## src/rtl/serial_adder_ctrl.sv

```systemverilog
// rtl/serial_adder_ctrl.sv - bit-serial add controller time-sharing one full_adder cell
//
// Adds two WIDTH-bit operands one bit per clock, LSB first, through a single
// combinational full_adder cell, and returns a registered sum, carry-out and
// signed overflow with a one-cycle done pulse.
//
// Optional feature macro: SERIAL_ADDER_SUB_EN (adds the 'sub' port, a-b mode).
//
// Ports:
//   clk    in   clock, rising edge
//   rst_n  in   asynchronous active-low reset
//   start  in   request strobe, accepted in IDLE or DONE
//   a, b   in   WIDTH-bit operands, sampled on the accepting edge
//   cin    in   carry-in, sampled on the accepting edge
//   sub    in   (SERIAL_ADDER_SUB_EN only) 1 = compute a-b
//   busy   out  high while an operation is running
//   done   out  one-cycle pulse, results valid
//   sum    out  WIDTH-bit result, held until the next done
//   cout   out  carry out of the MSB
//   ovf    out  signed overflow (carry into MSB xor carry out of MSB)

module full_adder (
  input  logic a_i,
  input  logic b_i,
  input  logic cin_i,
  output logic sum_o,
  output logic cout_o
);
  assign sum_o  = a_i ^ b_i ^ cin_i;
  assign cout_o = (a_i & b_i) | (cin_i & (a_i ^ b_i));
endmodule

module serial_adder_ctrl #(
  parameter int WIDTH = 8
) (
  input  logic             clk,
  input  logic             rst_n,
  input  logic             start,
  input  logic [WIDTH-1:0] a,
  input  logic [WIDTH-1:0] b,
  input  logic             cin,
`ifdef SERIAL_ADDER_SUB_EN
  input  logic             sub,
`endif
  output logic             busy,
  output logic             done,
  output logic [WIDTH-1:0] sum,
  output logic             cout,
  output logic             ovf
);

  localparam int CNT_W = $clog2(WIDTH);

  typedef enum logic [1:0] {
    IDLE = 2'd0,
    RUN  = 2'd1,
    DONE = 2'd2
  } state_e;

  state_e             state_q, state_d;
  logic [WIDTH-1:0]   a_sh_q, a_sh_d;
  logic [WIDTH-1:0]   b_sh_q, b_sh_d;
  // Holds the WIDTH-1 sum bits already produced; the final bit comes straight
  // from the cell on the last cycle.
  logic [WIDTH-2:0]   s_sh_q, s_sh_d;
  logic               carry_q, carry_d;
  logic [CNT_W-1:0]   cnt_q, cnt_d;
  logic [WIDTH-1:0]   sum_q, sum_d;
  logic               cout_q, cout_d;
  logic               ovf_q, ovf_d;

  logic               fa_sum, fa_cout;
  logic               accept;
  logic               last_bit;
  logic [WIDTH-1:0]   b_load;
  logic               c_load;
  logic [WIDTH-1:0]   sum_full;

  full_adder u_fa (
    .a_i    (a_sh_q[0]),
    .b_i    (b_sh_q[0]),
    .cin_i  (carry_q),
    .sum_o  (fa_sum),
    .cout_o (fa_cout)
  );

  assign accept   = start && (state_q != RUN);
  assign last_bit = (state_q == RUN) && (cnt_q == CNT_W'(WIDTH - 1));
  assign sum_full = {fa_sum, s_sh_q};

  // Subtraction is a + ~b + 1, so only the loaded operand and carry change.
`ifdef SERIAL_ADDER_SUB_EN
  assign b_load = sub ? ~b : b;
  assign c_load = sub ? 1'b1 : cin;
`else
  assign b_load = b;
  assign c_load = cin;
`endif

  // State register
  always_ff @(posedge clk or negedge rst_n) begin
    if (!rst_n) begin
      state_q <= IDLE;
    end else begin
      state_q <= state_d;
    end
  end

  // Next-state logic
  always_comb begin
    state_d = state_q;
    case (state_q)
      IDLE:    if (start) state_d = RUN;
      RUN:     if (last_bit) state_d = DONE;
      DONE:    state_d = start ? RUN : IDLE;
      default: state_d = IDLE;
    endcase
  end

  // Output logic: decoded from the state register only
  always_comb begin
    busy = (state_q == RUN);
    done = (state_q == DONE);
  end

  // Datapath next-state
  always_comb begin
    a_sh_d  = a_sh_q;
    b_sh_d  = b_sh_q;
    s_sh_d  = s_sh_q;
    carry_d = carry_q;
    cnt_d   = cnt_q;
    sum_d   = sum_q;
    cout_d  = cout_q;
    ovf_d   = ovf_q;
    if (accept) begin
      a_sh_d  = a;
      b_sh_d  = b_load;
      carry_d = c_load;
      cnt_d   = '0;
    end else if (state_q == RUN) begin
      a_sh_d  = a_sh_q >> 1;
      b_sh_d  = b_sh_q >> 1;
      s_sh_d  = sum_full[WIDTH-1:1];
      carry_d = fa_cout;
      cnt_d   = cnt_q + CNT_W'(1);
      if (last_bit) begin
        sum_d  = sum_full;
        cout_d = fa_cout;
        // carry_q is the carry into the MSB on the last cycle.
        ovf_d  = carry_q ^ fa_cout;
      end
    end
  end

  // Datapath registers
  always_ff @(posedge clk or negedge rst_n) begin
    if (!rst_n) begin
      a_sh_q  <= '0;
      b_sh_q  <= '0;
      s_sh_q  <= '0;
      carry_q <= 1'b0;
      cnt_q   <= '0;
      sum_q   <= '0;
      cout_q  <= 1'b0;
      ovf_q   <= 1'b0;
    end else begin
      a_sh_q  <= a_sh_d;
      b_sh_q  <= b_sh_d;
      s_sh_q  <= s_sh_d;
      carry_q <= carry_d;
      cnt_q   <= cnt_d;
      sum_q   <= sum_d;
      cout_q  <= cout_d;
      ovf_q   <= ovf_d;
    end
  end

  assign sum  = sum_q;
  assign cout = cout_q;
  assign ovf  = ovf_q;

endmodule

```

## config.mk

```make
export PLATFORM = sky130hd
export DESIGN_NAME = serial_adder_ctrl
export DESIGN_NICKNAME = d
export VERILOG_FILES = /design/src/rtl/serial_adder_ctrl.sv
export SDC_FILE = /design/constraint.sdc
export NUM_CORES = 1
export LEC_CHECK = 0
export BUFFER_PORTS_ARGS = -buffer_cell sky130_fd_sc_hd__buf_2
export CAP_MARGIN = 0
export CORE_UTILIZATION = 30
export CTS_BUF_LIST = sky130_fd_sc_hd__clkbuf_8
export CTS_CLUSTER_SIZE = 40
export DETAILED_ROUTE_END_ITERATION = 7
export REMOVE_ABC_BUFFERS = 1
export SETUP_SLACK_MARGIN = 0.3
export SYNTH_ARGS = -nofsm -noshare
export SYNTH_HDL_FRONTEND = slang
export SYNTH_SLANG_ARGS = --single-unit
```

## constraint.sdc

```tcl
create_clock -name clk -period 2.4 [get_ports clk]
set_input_delay 0.12 -clock clk [delete_from_list [all_inputs] [get_ports clk]]
set_output_delay 0.12 -clock clk [all_outputs]
set_load 0.005 [all_outputs]
```

==> results of run 1 <==
==> kinds of logic after synthesis <==
logic type	count (synthesis)	share of synthesized area [%]
AOI/OAI and AO/OA	1	0.336
xor gates and xnor gates	1	0.471
adders and majority gates	3	2.42
buffers and inverters	9	3.90
DFF	39	52.5
muxes	52	37.9
and+or+nand+nor	8	2.49
==> power breakdown <==
part	internal (mW)	switching, mW
Sequential	0.965	0.180
Clock	0.189	0.197
Combinational	0.744	0.383
Total	1.90	0.760
==> area by class of cell <==
type	count	area share, %
Clock inverter	1	0.174
Inverter	3	0.522
Clock buffer	5	3.19
Tap cell	75	4.35
Multi-Input combinational cell	65	37.6
Sequential cell	39	45.2
Timing Repair Buffer	34	8.93
==> through the flow <==
| stage | power, mW | setup slack (ns) | utilization (%) |
|---|---|---|---|
| after floorplan | 1.98 | 0.435 | - |
| after global placement | 2.25 | 0.729 | 34.9 |
| after detailed placement | 2.30 | 0.645 | 34.9 |
| after CTS | 2.71 | 0.610 | 36.2 |
| after global routing | 2.87 | 0.482 | 36.2 |
| final | 2.66 | 0.634 | 36.2 |
==> path summary, 6_finish.rpt <==
check                      slack, ns        end  depth (start not counted)
hold / removal                  0.09  a_sh_q[7]                          3
max in group asynchronous       1.36   cnt_q[1]                          2
hold reg to reg                 0.50     sum[3]                          1
min in group asynchronous       0.49     sum[0]                          2
setup reg to reg                0.67     sum[1]                          4
setup / recovery                0.63       busy                          3
==> cell usage after synthesis (all sizes together) <==
library cell  instances
mux2                 49
dfrtp                39
buf                   6
inv                   3
mux2i                 3
nor2b                 3
ha                    2
nand2b                2
nor2                  2
fa                    1
nand3b                1
o22ai                 1
xor2                  1
==> routing by layer <==
metal | global-route usage, % | share of wire (%)
met1 | 13.5 | 45
met2 | 17.6 | 48
met3 | 3.71 | 5.5
met4 | 4.29 | 0.62
met5 | 0 | 0
==> critical path, cell delays in order (launching register included) <==
cell,delay (ns)
dfrtp_1,0.41
nand2b_1,0.51
inv_1,0.26
buf_2,0.20
==> sequential cells by signal, indices dropped and copies added (netlist names) <==
name / cells
a_sh_q: 8
b_sh_q: 8
carry_q: 1
cnt_q: 3
cout: 1
ovf: 1
s_sh_q: 7
state_q: 2
sum: 8
==> metrics.md, run 1 <==
| Metric | Value |
|---|---|
| Status | `finished clean` |
| Setup crit start | `state_q[0]` |
| Root buffer cell | `clkbuf_8` |
| Number of DRC markers in iteration 0 | `54` |
| CP endpoint kind | `output pin` |
| Area of the core | `5960 um^2` |
| Crit path launch type | `flop` |
| Final instance area | `2160 um^2` |
| Post-CTS Setup Bufs | `0` |
| DR WL/cell | `13.7 um` |
| Number of max-cap violations | `0` |
| Commonest cells after routing, fill and taps aside | `dfrtp_1 (39), mux2_4 (33), buf_2 (31)` |
| Post-CTS Hold Buffers | `1` |
| Final setup vio count | `0` |
| I/O Buffers | `31` |
| Vias per cell | `4.45` |
| Kind of critical path | `reg -> out` |
| Area growth, synth to finish | `16.0%` |
| Skew final | `0.00198 ns` |
| Critical path peak fanout | `11` |
| Pin count of the biggest net entering global routing | `40` |
| Syn avg cell area | `16.5 um^2` |
| Fmax | `0.566 GHz` |
| Worst slew margin | `42.4%` |
| Die Height | `80.8 um` |
| Vias post-DR | `989` |
| Final hold vios | `0` |
| TritonRoute pass-1 iters | `4` |
| Maximum root-to-sink buffer count | `2` |
| Initial Utilization | `31.2%` |
| Post-placement cell area | `2080 um^2` |
| Multi-input gate area | `812 um^2` |
| DRC errors left | `0` |
| Vias in the first global route | `1126` |
| Die area | `6520 um^2` |
| Leading area contributor after synthesis | `dfrtp_1` |
| Antenna violations before repair | `0` |
| Site Rows | `28` |
| ANT cells | `0` |
| Reg-to-Reg Start | `cnt_q[0]` |
| Ports | `32` |
| Routed WL | `3050 um` |
| Placed cell count | `215` |
| Worst-path clk slew | `0.07 ns` |
| RSZ-0062 raised after global routing | `no` |
| Pleak | `1.09 nW` |
| Post-DP HPWL | `2150 um` |
| Worst hold path type | `in -> reg` |
| # fillers | `595` |
| Total CTS buffers | `5` |
| Resize count post-CTS | `0` |
| Clock tree sinks | `39` |
| Post-layout minimum cycle time | `1.77 ns` |
| Power per standard cell area | `1230 nW/um^2` |
| Most common library cell in the layout ignoring fill and taps | `dfrtp_1` |
| Cells after synthesis | `113` |
| Global route overflow | `0` |
| GRT Util Overall | `10.9%` |
| Post-synth cell types | `15` |
| Cell Count, Final, Fillers Out | `222` |
| Htree depth | `2` |
| Synth top area share | `52.5%` |
| CTS tree | `built` |
| Clock Latency Late Sink | `0.28 ns` |
| Register cell area after layout | `976 um^2` |
| VDD IR max | `0.445 mV` |
| Share of the yosys chip area belonging to registers | `52.5%` |
| Worst path required time | `2.28 ns` |
| RD Place Congestion | `0.674` |
| Slew Limit Fails | `0` |
| First-pass GRT wire length | `5300 um` |
| Share of cells above drive strength 1 | `59.2%` |
| Least-Margin Pin Slew | `0.865 ns` |
| Number of synthesized register bits | `39` |
| Hold slack | `0.0858 ns` |
| Setup TNS | `0 ns` |
| Synth area leaders | `dfrtp_1 (52%), mux2_4 (27%), mux2_2 (9.7%)` |
| Crit path DAT | `1.65 ns` |
| Min-delay src | `a[7]` |
| Remaining antenna violation count | `0` |
| Fin nets | `171` |
| Post-Syn Area | `1860 um^2` |
| Final Cycle Share | `73.6%` |
| Die width | `80.8 um` |
| Synth warnings | `0` |
Note: power is estimated with default switching activity, not from simulation.
==> inputs of run 2 (changes only) <==
Clock period 2.4 ns to 1.62 ns, I/O delays scaled along.
==> metrics.md, run 2 (same netlist as run 1, synthesis figures left out) <==
| Metric | Value |
|---|---|
| Status | `finished clean` |
| Most common library cell in the layout ignoring fill and taps | `dfrtp_1` |
| Remaining antenna violation count | `0 (unchanged)` |
| Pin count of the biggest net entering global routing | `40 (unchanged)` |
| Worst-path clk slew | `0.07 ns (about the same)` |
| Reg2Reg Depth | `6 (+2)` |
| Area growth, synth to finish | `24.2%` |
| Setup WS pre-CTS | `0.0848 ns (-0.561 ns)` |
| Ports | `32 (unchanged)` |
| Vias per cell | `4.44 (-0.30%)` |
| Clock tree sinks | `39 (unchanged)` |
| Root buffer cell | `clkbuf_8` |
| Kind of critical path | `reg -> reg` |
| M3 GR Usage | `3.48% (-0.22 points)` |
| Number of max-cap violations | `0 (unchanged)` |
| Setup crit start | `cnt_q[1]` |
| Crit path DAT | `1.70 ns (+0.05 ns)` |
| RSZ-0062 raised after global routing | `yes` |
| Antenna violations before repair | `0 (unchanged)` |
| DRC errors left | `0 (unchanged)` |
| Setup WS post-layout | `0.0928 ns (-0.541 ns)` |
| Placed cell count | `218 (+1.4%)` |
| Critical Path Sink | `ovf` |
| Worst hold path type | `in -> reg` |
| DR WL/cell | `14.2 um (+3.7%)` |
| Maximum root-to-sink buffer count | `2 (unchanged)` |
| Total CTS buffers | `5 (unchanged)` |
| Post-DP HPWL | `2190 um (+2.0%)` |
| Final setup vio count | `0 (unchanged)` |
| Met2 usage | `20.3% (+2.6 points)` |
| ANT cells | `0 (unchanged)` |
| Commonest cells after routing, fill and taps aside | `dfrtp_1 (39), mux2_4 (35), buf_2 (31)` |
| Final instance area | `2310 um^2 (+7.1%)` |
| Pleak | `1.16 nW (+6.3%)` |
| Reg-to-Reg Start | `cnt_q[1]` |
| Worst slew margin | `67.5% (+25 points)` |
| Worst path required time | `1.80 ns (-0.48 ns)` |
| Min-delay src | `b[7]` |
| Vias in the first global route | `1173 (+4.2%)` |
| Crit Reg-Reg Endpoint | `ovf` |
| Post-placement cell area | `2120 um^2 (+2.3%)` |
| I/O Buffers | `31 (unchanged)` |
| Power per standard cell area | `1830 nW/um^2 (+48%)` |
| Site Rows | `28 (unchanged)` |
| Crit path launch type | `flop` |
| CTS tree | `built` |
| Vias post-DR | `1026 (+3.7%)` |
| Met1 global-route usage | `14.3% (+0.83 points)` |
| Cell Count, Final, Fillers Out | `231 (+4.1%)` |
| Skew final | `0.00535 ns (+0.00337 ns)` |
| RD Place Congestion | `0.672 (-0.22%)` |
| CP endpoint kind | `flop` |
| GRT Util Overall | `12.1% (+1.2 points)` |
| Initial Utilization | `31.2% (unchanged)` |
| Routed WL | `3290 um (+7.9%)` |
| Fmax | `0.655 GHz` |
| Fin nets | `179 (+4.7%)` |
| Least-Margin Pin Slew | `0.488 ns (-0.377 ns)` |
| Clock Latency Late Sink | `0.29 ns (about the same)` |
| Area of the core | `5960 um^2 (unchanged)` |
| Number of DRC markers in iteration 0 | `37 (-31%)` |
| Die width | `80.8 um (unchanged)` |
| Busiest grt layer | `met2` |
| TritonRoute pass-1 iters | `2 (-2)` |
| Die area | `6520 um^2 (unchanged)` |
| Global route overflow | `0 (unchanged)` |
| Reg2reg setup slack | `0.09 ns (-0.58 ns)` |
| Htree depth | `2 (unchanged)` |
| Critical path peak fanout | `6 (-5)` |
| VDD IR max | `0.760 mV (+71%)` |
| Final Cycle Share | `94.3%` |
| Share of cells above drive strength 1 | `65.4% (+6.2 points)` |
| Post-layout minimum cycle time | `1.53 ns` |
| Slew Limit Fails | `0 (unchanged)` |
| Die Height | `80.8 um (unchanged)` |
| First-pass GRT wire length | `5780 um (+9.1%)` |
| Final hold vios | `0 (unchanged)` |
==> run 2: cell count changes in the layout (fill, tap and decap cells not counted), sizes merged <==
cell | before | now
inv | 4 | 3
buf | 33 | 41
clkinv | 0 | 1
clkbuf | 5 | 6
==> run 2: power by group <==
group | leakage (nW) | total (mW) | internal [mW] | switching (mW)
clock | 0.0470 | 0.660 | 0.334 | 0.326
sequential | 0.484 | 1.72 | 1.43 | 0.286
combinational | 0.628 | 1.84 | 1.23 | 0.612
total | 1.16 | 4.22 | 3.00 | 1.22
==> run 2: final cells by class <==
class                           instances  area [um^2]
Timing Repair Buffer                   42          298
Tap cell                               75         93.8
Multi-Input combinational cell         65          845
Fill cell                             591         3640
Sequential cell                        39          976
Clock inverter                          1         5.00
Inverter                                3         11.3
Clock buffer                            6         82.6
==> run 2: how the worst min path moves through the flow <==
stage	slack (ns)	cells after the start	end
2_1_floorplan	-0.21	0	a_sh_q[0]
5_1_grt	0.03	3	b_sh_q[7]
3_3_place_gp	0.15	2	sum[0]
4_1_cts	0.02	3	b_sh_q[7]
3_5_place_dp	0.17	2	sum[0]
6_report	0.03	3	b_sh_q[7]
==> run 2: per-stage QoR <==
step           utilization, %  hold WS, ns  setup TNS, ns  total power [mW]
4_1_cts                  38.6       0.0245              0              4.25
2_1_floorplan               -       -0.215          -3.49              2.94
3_3_place_gp             35.7        0.150              0              3.35
3_5_place_dp             35.7        0.168              0              3.45
5_1_grt                  38.8       0.0334              0              4.53
6_report                 38.8       0.0282              0              4.22
==> run 2: timing repair <==
action / in CTS / in global routing
setup buffers: 4 / 0
gates resized for setup: 7 / 3
setup endpoints to repair: 34 / 34
cloned: 1 / 0
endpoints found under the hold margin: 39 / 0
hold buffers: 1 / 0
pin swaps: 1 / 0
==> run 2: critical path: stages, from the launching register on <==
cell and delay, ns:
dfrtp_1 0.38, ha_2 0.20, ha_4 0.16, nand3b_1 0.10, buf_4 0.13, buf_12 0.11
mux2_2 0.33
==> run 2: routing by layer <==
metal | share of wire (%) | vias up
met3 | 4.8 | 8
met4 | 2.0 | 0
li1 | - | 477
met2 | 49 | 27
met5 | 0 | -
met1 | 45 | 514
==> inputs of run 3 (changes only) <==
Settings changed: CORE_MARGIN from default to 2, CORE_UTILIZATION 30 to 40, PLACE_DENSITY_LB_ADDON from default to 0.2.
==> metrics.md, run 3 (same netlist as run 1, synthesis figures left out) <==
| Metric | Value |
|---|---|
| CP Buf/Inv Count | `2 (unchanged)` |
| Post-placement cell area | `2100 um^2 (-1.2%)` |
| Skew final | `0.00359 ns (-0.00176 ns)` |
| Tot Pwr | `4.21 mW (-0.32%)` |
| Clock Latency Late Sink | `0.28 ns (about the same)` |
| Site Rows | `24 (-14%)` |
| Post-DP HPWL | `2050 um (-6.4%)` |
| # fillers | `392 (-34%)` |
| RD Place Congestion | `0.658 (-2.1%)` |
| Crit path launch type | `flop` |
| ANT cells | `0 (unchanged)` |
| Ports | `32 (unchanged)` |
| Fin nets | `179 (unchanged)` |
| Commonest cells after routing, fill and taps aside | `mux2_4 (43), dfrtp_1 (39), buf_2 (31)` |
| Number of DRC markers in iteration 0 | `32 (-14%)` |
| TritonRoute pass-1 iters | `4 (+2)` |
| Critical path peak fanout | `6 (unchanged)` |
| VDD IR max | `0.954 mV (+25%)` |
| Metal3 WL | `153 um (-2.5%)` |
| Post-layout minimum cycle time | `1.55 ns (+0.0188 ns)` |
| Least-Margin Pin Slew | `0.216 ns (-0.272 ns)` |
| Setup TNS | `0 ns (unchanged)` |
| Slew Limit Fails | `0 (unchanged)` |
| Final setup vio count | `0 (unchanged)` |
| Root buffer cell | `clkbuf_8` |
| Vias post-DR | `999 (-2.6%)` |
| Metal2 WL | `1550 um (-2.8%)` |
| Fmax | `0.647 GHz (-1.2%)` |
| Die width | `72.2 um (-11%)` |
| Initial Utilization | `42.1% (+11 points)` |
| Top routing layer in use | `met4` |
| CP endpoint kind | `flop` |
| Number of max-cap violations | `0 (unchanged)` |
| First-pass GRT wire length | `5320 um (-8.0%)` |
| Register cell area after layout | `976 um^2 (unchanged)` |
| Crit path DAT | `1.71 ns (about the same)` |
| Most common library cell in the layout ignoring fill and taps | `mux2_4` |
| Vias per cell | `4.78 (+7.6%)` |
| Die area | `5210 um^2 (-20%)` |
| Final Cycle Share | `95.4% (+1.2 points)` |
| Routed WL | `3280 um (-0.36%)` |
| Final instance area | `2310 um^2 (about the same)` |
| Cell family with the largest share of critical-path delay | `flip-flops` |
| CP max-delay cell | `dfrtp_1` |
| Crit-path cells | `ha_2, ha_4, nand3b_1, buf_6, buf_12, mux2_4` |
| Share of cells above drive strength 1 | `63.1% (-2.3 points)` |
| Maximum root-to-sink buffer count | `2 (unchanged)` |
| Multi-input gate area | `867 um^2 (+2.7%)` |
| Setup WS post-layout | `0.0740 ns (-0.0188 ns)` |
| Die Height | `72.2 um (-11%)` |
| Antenna violations before repair | `0 (unchanged)` |
| Final hold vios | `0 (unchanged)` |
| Total CTS buffers | `5 (unchanged)` |
| I/O Buffers | `31 (unchanged)` |
| DR WL/cell | `15.7 um (+10%)` |
| Setup WS pre-CTS | `0.0938 ns (+0.00902 ns)` |
| Global route overflow | `0 (unchanged)` |
| DRC errors left | `0 (unchanged)` |
| Remaining antenna violation count | `0 (unchanged)` |
| Power per standard cell area | `1820 nW/um^2 (-0.26%)` |
| RSZ-0062 raised after global routing | `yes` |
| CTS tree | `built` |
| GRT Util Overall | `13.3% (+1.2 points)` |
| Reg2reg setup slack | `0.07 ns (-0.02 ns)` |
| Area of the core | `4410 um^2 (-26%)` |
| Pleak | `1.21 nW (+4.0%)` |
| Max incr delay on CP | `0.39 ns (about the same)` |
| Area growth, synth to finish | `24.1% (about the same)` |
| Worst slew margin | `85.6% (+18 points)` |
| Clock tree sinks | `39 (unchanged)` |
| Post-Route Utilization | `52.3% (+14 points)` |
| Kind of critical path | `reg -> reg` |
| Worst path required time | `1.79 ns (about the same)` |
| Status | `finished clean` |
| Htree depth | `2 (unchanged)` |
| Pin count of the biggest net entering global routing | `40 (unchanged)` |
| Worst hold path type | `in -> reg` |
| Worst-path clk slew | `0.07 ns (about the same)` |
| Metal-1 WL | `1540 um (+4.8%)` |
| Vias in the first global route | `1059 (-9.7%)` |
[run 3: cell count changes in the layout (fill, tap and decap cells not counted), moves of 3 or more]
cell | before | now
mux2_2 | 14 | 6
mux2_4 | 35 | 43
buf_4 | 6 | 3
buf_6 | 0 | 3
inv_1 | 2 | 5
[run 3: area by class of cell]
class	instances	share of cell area [%]
Sequential cell	39	42.3
Multi-Input combinational cell	65	37.5
Timing Repair Buffer	42	13.4
Clock buffer	5	2.98
Tap cell	52	2.82
Clock inverter	3	0.542
Inverter	3	0.488
[run 3: layer usage]
| layer | vias to the layer above | GRT usage, % |
|---|---|---|
| li1 | 478 | - |
| met1 | 499 | 18.1 |
| met2 | 18 | 20.9 |
| met3 | 4 | 4.31 |
| met4 | 0 | 3.14 |
| met5 | - | 0 |
[run 3: tightest hold or removal path, stage by stage]
cell     delay, ns
buf_2         0.08
mux2i_1       0.05
nor2_1        0.07
[run 3: repair_timing]
| action | in CTS | in global routing |
|---|---|---|
| gates resized for setup | 6 | 11 |
| hold endpoints to repair | 39 | 0 |
| pin swaps | 1 | 2 |
| setup endpoints to repair | 11 | 12 |
| cloned | 1 | 0 |
| buffers inserted | 4 | 0 |
| hold buffers | 1 | 0 |
[run 3: worst paths after layout]
kind | startpoint | endpoint | cells past startpoint
setup / recovery | cnt_q[0] | sum[3] | 6
hold / removal | a[7] | a_sh_q[7] | 3
setup reg to reg | cnt_q[0] | sum[3] | 6
hold reg to reg | a_sh_q[2] | a_sh_q[1] | 1
max in group asynchronous | rst_n | b_sh_q[7] | 3
min in group asynchronous | rst_n | sum[0] | 3
[run 3: metrics by stage]
| stage | hold slack, ns | std cells |
|---|---|---|
| after floorplan | -0.215 | 107 |
| after global placement | 0.0628 | 195 |
| after detailed placement | 0.0694 | 195 |
| after CTS | 0.0320 | 209 |
| after global routing | 0.0494 | 209 |
| final | 0.0485 | 209 |
[run 3: power breakdown]
part / internal (mW) / leakage (nW) / switching, mW / total [mW]
clock network: 0.290 / 0.0505 / 0.320 / 0.610
logic: 1.27 / 0.671 / 0.624 / 1.89
registers: 1.43 / 0.484 / 0.276 / 1.71
total: 2.99 / 1.21 / 1.22 / 4.21
